===== src/rtl/vending_ctrl.sv =====
// Vending controller: accumulates coin credit against PRICE, pulses soda, returns change or refunds as coins.
// All outputs registered, one-cycle credit/vend latency; an offered coin holds until disp_ready is seen.
module vending_ctrl #(
  parameter int PRICE = 4,
  localparam int CW = $clog2(PRICE + 5) + 1
) (
  input  logic          clk,
  input  logic          rst_n,
  input  logic          nickel,
  input  logic          dime,
  input  logic          quarter,
  input  logic          cancel,
  output logic          soda,
  output logic [CW-1:0] change,
  output logic [CW-1:0] credit,
  output logic          busy,
  output logic          coin_rej,
  output logic          disp_valid,
  output logic [1:0]    disp_coin,
  input  logic          disp_ready
);

  typedef enum logic [1:0] {S_IDLE, S_COLLECT, S_VEND, S_DISPENSE} state_t;

  localparam logic [CW-1:0] PRICE_U = CW'(PRICE);

  state_t        state_q, state_d;
  logic [CW-1:0] credit_q, credit_d;
  logic [CW-1:0] change_q, change_d;
  logic [CW-1:0] remain_q, remain_d;
  logic          soda_q, soda_d;
  logic          rej_q, rej_d;
  logic          dv_q, dv_d;
  logic [1:0]    dc_q, dc_d;

  logic [CW-1:0] value, sum, left;
  logic          multi, any_coin;

  function automatic logic [1:0] pick(input logic [CW-1:0] amt);
    if (amt >= CW'(5)) return 2'b11;
    else if (amt >= CW'(2)) return 2'b10;
    else return 2'b01;
  endfunction

  function automatic logic [CW-1:0] coin_units(input logic [1:0] c);
    case (c)
      2'b11:   return CW'(5);
      2'b10:   return CW'(2);
      2'b01:   return CW'(1);
      default: return '0;
    endcase
  endfunction

  // Simultaneous strobes are worth nothing and are flagged as a reject.
  always_comb begin
    value = '0;
    multi = 1'b0;
    case ({nickel, dime, quarter})
      3'b000:  value = '0;
      3'b100:  value = CW'(1);
      3'b010:  value = CW'(2);
      3'b001:  value = CW'(5);
      default: multi = 1'b1;
    endcase
  end

  assign any_coin = nickel | dime | quarter;
  assign sum      = credit_q + value;
  assign left     = remain_q - coin_units(dc_q);

  always_comb begin
    state_d  = state_q;
    credit_d = credit_q;
    change_d = '0;
    remain_d = remain_q;
    soda_d   = 1'b0;
    rej_d    = multi;
    dv_d     = dv_q;
    dc_d     = dc_q;
    case (state_q)
      S_IDLE, S_COLLECT: begin
        if (cancel && sum != '0) begin
          state_d  = S_DISPENSE;
          remain_d = sum;
          credit_d = '0;
          dv_d     = 1'b1;
          dc_d     = pick(sum);
        end else if (sum >= PRICE_U) begin
          state_d  = S_VEND;
          soda_d   = 1'b1;
          change_d = sum - PRICE_U;
          credit_d = '0;
        end else if (sum != '0) begin
          state_d  = S_COLLECT;
          credit_d = sum;
        end else begin
          state_d  = S_IDLE;
        end
      end
      S_VEND: begin
        rej_d = any_coin;
        if (change_q != '0) begin
          state_d  = S_DISPENSE;
          remain_d = change_q;
          dv_d     = 1'b1;
          dc_d     = pick(change_q);
        end else begin
          state_d  = S_IDLE;
        end
      end
      S_DISPENSE: begin
        rej_d = any_coin;
        if (disp_ready && dv_q) begin
          remain_d = left;
          if (left == '0) begin
            state_d = S_IDLE;
            dv_d    = 1'b0;
            dc_d    = 2'b00;
          end else begin
            dc_d    = pick(left);
          end
        end
      end
      default: state_d = S_IDLE;
    endcase
  end

  always_ff @(posedge clk or negedge rst_n) begin
    if (!rst_n) begin
      state_q  <= S_IDLE;
      credit_q <= '0;
      change_q <= '0;
      remain_q <= '0;
      soda_q   <= 1'b0;
      rej_q    <= 1'b0;
      dv_q     <= 1'b0;
      dc_q     <= 2'b00;
    end else begin
      state_q  <= state_d;
      credit_q <= credit_d;
      change_q <= change_d;
      remain_q <= remain_d;
      soda_q   <= soda_d;
      rej_q    <= rej_d;
      dv_q     <= dv_d;
      dc_q     <= dc_d;
    end
  end

  assign soda       = soda_q;
  assign change     = change_q;
  assign credit     = credit_q;
  assign busy       = (state_q == S_VEND) || (state_q == S_DISPENSE);
  assign coin_rej   = rej_q;
  assign disp_valid = dv_q;
  assign disp_coin  = dc_q;

endmodule


===== config.mk =====
export PLATFORM = sky130hd
export DESIGN_NAME = vending_ctrl
export DESIGN_NICKNAME = d
export VERILOG_FILES = /design/src/rtl/vending_ctrl.sv
export SDC_FILE = /design/constraint.sdc
export NUM_CORES = 1
export LEC_CHECK = 0
export ABC_AREA = 1
export CAP_MARGIN = 0
export CORE_ASPECT_RATIO = 0.75
export CORE_UTILIZATION = 58
export DETAILED_ROUTE_END_ITERATION = 6
export PLACE_DENSITY = 0.95
export SLEW_MARGIN = 20
export SYNTH_ARGS = -nofsm -noshare
export SYNTH_HDL_FRONTEND = slang
export SYNTH_SLANG_ARGS = --single-unit

===== constraint.sdc =====
create_clock -name clk -period 6.5 [get_ports clk]
set_input_delay 0.975 -clock clk [delete_from_list [all_inputs] [get_ports clk]]
set_output_delay 0.975 -clock clk [all_outputs]
set_load 0.005 [all_outputs]

Word-level counts from Yosys, hierarchy flattened:

Cells that the tools add are included.

* register bits after elaboration: 22
* input bits: 7
* logic and storage cells: 89

* add/subtract/negate cells: 3
* magnitude comparators: 7
* equal/unequal tests: 13
* muxes and demuxes: 40
* bitwise gates (word level): 2
* reduce and logical (&&, ||, !) cells: 16

Operator list (count)
* $mux 5: 9
* $mux 2: 15
* $ge 5x3->1 const B: 4
* $pmux 3 s3: 2
* $ge 5x2->1 const B: 3
* $pmux 5 s3: 1
* $pmux 2 s3: 2
* $mux 1: 10
* $reduce_bool 5->1: 2
* $eq 2x2->1 const B: 4
* $ne 2x2->1 const B: 4
* $add 5x5->5: 1
* $logic_not 5->1: 1
* $sub 5x3->5 const B: 1
* $sub 5x5->5: 1
* $eq 2x1->1 const B: 2
* $reduce_and 2->1: 2
* $reduce_and 4->1: 1
* $reduce_or 2->1: 2
* $reduce_or 4->1: 1
* $eq 3x1->1 const B: 1
* $eq 3x2->1 const B: 1
* $eq 3x3->1 const B: 1
* $logic_not 3->1: 1
* 7 further kinds: 9

Longest topological paths before layout:

* word-level depth: 9
* depth in mapped cells: 19
* mapped depth without buffers: 19

Least setup slack after synthesis:

OpenSTA, ideal clock, no wires.

* path kind: input-to-reg
* start: in nickel
* end: reg remain_q[2]
* setup time: 128 ps
* arrival time: 3004 ps
* required time: 6372 ps
* slack: 3368 ps
* stages on the path: 15
* path buffers: 1
* cell sequence: nor3_1 -> a21oi_1 -> nor2_1 -> ha_1 -> inv_1 -> fa_1 -> xnor2_2 -> nor2_2 -> nand3_2 -> nand2_2 -> nand2_4 -> nand3_4 -> buf_12 -> nand2_2 -> o21ai_2

* word-level cells in the longest chain between the ends: 7
* elaborated cells between the ends (all ways): 11
* classes of those cells: 1 x add/sub; 4 x eq/ne; 3 x mux; 3 x reduce/logical

RTL lines
* start: declaration: line 9 `input logic nickel,`
* $eq 3x1->1, or another cell as far along: line 58 `case ({nickel, dime, quarter})`
* $pmux 3 s3 (*): line 58
* $add 5x5->5 (*): line 68 `assign sum = credit_q + value;`
* $reduce_bool 5->1: line 82 `if (cancel && sum != '0) begin`
* $logic_and 1x1->1: line 82
* $ne 2x2->1 (no line)
* $reduce_and 3->1 (no line)
* end signal: assignment: line 142 `remain_q <= remain_d;`
* end: declaration: line 30 `logic [CW-1:0] remain_q, remain_d;`

Mark *: on every way between the ends. The rest lies on a longest branch, timed or not. The select of a mux whose other input is x is not followed.
A chain may end at the register's enable or synchronous reset.

Worst setup path after layout:

* start: in quarter
* end: reg remain_q[0]

* word-level cells in the longest chain between the ends: 7
* elaborated cells between the ends (all ways): 11
* classes of those cells: 1 x add/sub; 4 x eq/ne; 3 x mux; 3 x reduce/logical

RTL lines
* start: declaration: line 11 `input logic quarter,`
* $eq 3x1->1, or another cell as far along: line 58
* $pmux 3 s3 (*): line 58
* $add 5x5->5 (*): line 68
* $reduce_bool 5->1: line 82
* $logic_and 1x1->1: line 82
* $ne 2x2->1 (no line)
* $reduce_and 3->1 (no line)

Marks and branches as above.

==> run summary <==
Run status -> finished, final reports clean
CTS tree -> yes
First-pass GRT wire length -> 5.699 mm
Ant. Diodes -> 0
F_max -> 276.0 MHz
Fraction of layout cells with a size suffix above 1 -> 13.22%
Critical-path top delay cell -> clkdlybuf4s50_1
Synthesized cell area -> 1553 µm²
VDD IR-drop max -> 138.6 µV
Syn nets -> 220
Ports -> 23
Clock Latency Late Sink -> 0.31 ns
I/O Buffers -> 22
HPWL after DPL -> 2.789 mm
Largest net degree at the start of global routing -> 23
Yosys cell types -> 31
1st-iter DRT viols -> 107
Mapped Avg Cell Area -> 7.574 µm²
CP arrival -> 3.83 ns
CTS sink cnt -> 22
Hold Path Class -> reg2reg
Die Wd -> 61.75 µm
Max cap viols -> 0
Critical Path Start Type -> input pin
DP Cell Count -> 257
Slew HR -> 67.76%
Gr usage total -> 28.04%
Final net count -> 243
Min cycle time layout -> 3.623 ns
Drt via density -> 5.621
RSZ-0062 raised after global routing -> no
DRT Pass-1 Iters -> 5
Num CTS Buffers -> 3
CP Class -> in2reg
Clock Root Buffer -> clkbuf_4
CP Max Fanout -> 13
Crit-path cells -> clkdlybuf4s50_1 > inv_1 > nor3_1 > a21oi_1 > nor2_1 > ha_1 > inv_1 > fa_1 > xnor2_2 > nor2_2 > nand3_2 > nand2_2 > nand2_4 > nand3_4 > nand2_1 > o21ai_2
Commonest non-fill, non-tap cell in the layout -> nand2_1
CP bufs+invs -> 3
CTS Hold Bufs -> 0
Endpoints failing setup -> 0
Congestion Overflow GR -> 0
Slew Viols, Final -> 0
Fin crit share -> 55.74%
DIE AREA -> 2890 µm²
Die height -> 46.81 µm
Crit-path leading delay family -> simple AND/OR/NAND/NOR gates
GP Congestion -> 0.9252
Initial core utilization -> 64.13%
CTS resizes -> 0
Vias in the first global route -> 1290
CTS Buffer Depth -> 2
Post-CTS setup buffer count -> 0
LEAKAGE -> 0.8783 nW
Number of remaining DRC errors -> 0
Setup crit end kind -> flop
Routed Antenna Nets -> 0
Critical Path Max Stage Delay -> 0.51 ns
Hold Vio Cnt, Final -> 0
Area delta synth->final -> 16.68%
Crit-path most repeated cell -> inv_1
Drt wl/cell -> 13.36 µm
Worst slew pin tran -> 0.4837 ns
Clock skew -> 0.003575 ns
WL final -> 3.488 mm
Clk pin slew, worst setup/hold paths -> 0.11 ns
Core area -> 2421 µm²
Non-Filler Instances -> 261
Most frequent cells in the layout -> 42 x nand2_1, 28 x inv_1, 22 x nor2_1, 22 x dfrtp_1, 21 x clkdlybuf4s50_1
CTS H-tree depth -> 1
Register area share after synthesis -> 35.46%
Post-Route Setup TNS -> 0 ns
Crit path required time -> 6.71 ns
Syn Inst Count -> 205
#FFs+latches synth -> 22
YS warnings -> 0
Rows -> 15
Initial antenna violation count -> 0
Routed via count -> 1467
P per Cell Area -> 128.4 nW/µm²
## cells by family after synthesis
logic type / synth area share, %
simple gates: 35.37
flops: 35.46
fa+ha+maj: 7.413
buf+inv: 9.670
xor+xnor: 1.612
compound gates: 10.48
## path summary, 6_finish.rpt
check	endpoint	startpoint	depth (start not counted)	slack (ns)
setup / recovery	remain_q[0]	quarter	16	2.88
hold / removal	remain_q[0]	remain_q[0]	2	0.52
setup reg to reg	remain_q[0]	credit[0]	11	4.19
hold reg to reg	remain_q[0]	remain_q[0]	2	0.52
max in group asynchronous	credit[4]	rst_n	1	5.57
min in group asynchronous	coin_rej	rst_n	1	0.60
## layer usage
metal / GRT usage [%] / share of wire, % / routed length [µm]
met5: 0 / 0 / 0
met4: 8.000 / 1.4 / 50
met3: 6.612 / 11 / 380
met2: 41.08 / 41 / 1440
met1: 41.80 / 46 / 1616
## flip-flops by register name, indices dropped and copies added, names as in the netlist
register	count
coin_rej	1
remain_q	5
credit	5
state_q	2
change	5
disp_valid	1
soda	1
disp_coin	2
## synth_stat cells
| cell | count | area share (%) |
|---|---|---|
| o22ai_1 | 2 | 0.81 |
| dfrtp_1 | 22 | 35 |
| buf_12 | 1 | 1.3 |
| nand2_2 | 8 | 3.2 |
| o21ai_1 | 1 | 0.32 |
| xnor2_2 | 1 | 1.0 |
| fa_1 | 2 | 2.6 |
| a21oi_1 | 8 | 2.6 |
| buf_4 | 1 | 0.48 |
| ha_1 | 6 | 4.8 |
| nor2_4 | 1 | 0.73 |
| clkbuf_1 | 2 | 0.48 |
| inv_1 | 28 | 6.8 |
| o21ai_2 | 5 | 2.8 |
| xor2_1 | 1 | 0.56 |
| nor2_2 | 2 | 0.81 |
| nand2_1 | 42 | 10 |
| nor4_1 | 1 | 0.40 |
| o211ai_1 | 1 | 0.48 |
| nor2_1 | 22 | 5.3 |
| nand4_1 | 4 | 1.6 |
| and2_1 | 1 | 0.40 |
| nand3_4 | 1 | 1.1 |
| inv_4 | 1 | 0.40 |
| o21ai_0 | 9 | 2.9 |
| nor3_1 | 6 | 1.9 |
| nand3_2 | 1 | 0.64 |
| nand2_4 | 4 | 2.9 |
| a221oi_1 | 1 | 0.56 |
| nand3_1 | 19 | 6.1 |
| inv_2 | 1 | 0.24 |
## where the power goes
group          leakage, nW  internal, mW  switching [mW]  total (mW)
Combinational        0.586       0.00784          0.0136      0.0214
Clock               0.0210        0.0343          0.0400      0.0743
Sequential           0.271         0.137       0.0000346       0.137
## area by class of cell
cell class	instances	area, µm²
fill	170	609.3
multi-input combinational	149	852.1
sequential	22	550.5
clock buffer	4	36.28
inverter	30	115.1
timing repair buffer	22	215.2
tap	34	42.54
## through the flow
| stage | worst slack [ns] | area (µm²) | utilization, % | power (mW) | hold slack [ns] |
|---|---|---|---|---|---|
| 6_report | 2.877 | 1812 | 74.83 | 0.2327 | 0.5156 |
| 3_5_place_dp | 2.583 | 1780 | 73.54 | 0.1612 | 0.4890 |
| 5_1_grt | 2.627 | 1812 | 74.83 | 0.2430 | 0.5401 |
| 2_1_floorplan | 3.368 | 1553 | - | 0.1514 | 0.4550 |
| 3_3_place_gp | 2.724 | 1780 | 73.54 | 0.1607 | 0.4820 |
| 4_1_cts | 2.916 | 1817 | 75.04 | 0.2355 | 0.5150 |
## tightest hold or removal path: cells and delay by family (launching register included)
family / cells / cell delay (ns)
DFF: 1 / 0.37
AOI/OAI and AO/OA: 1 / 0.05
and+or+nand+nor: 1 / 0.07
No activity file was read; power rests on OpenSTA's default activity.
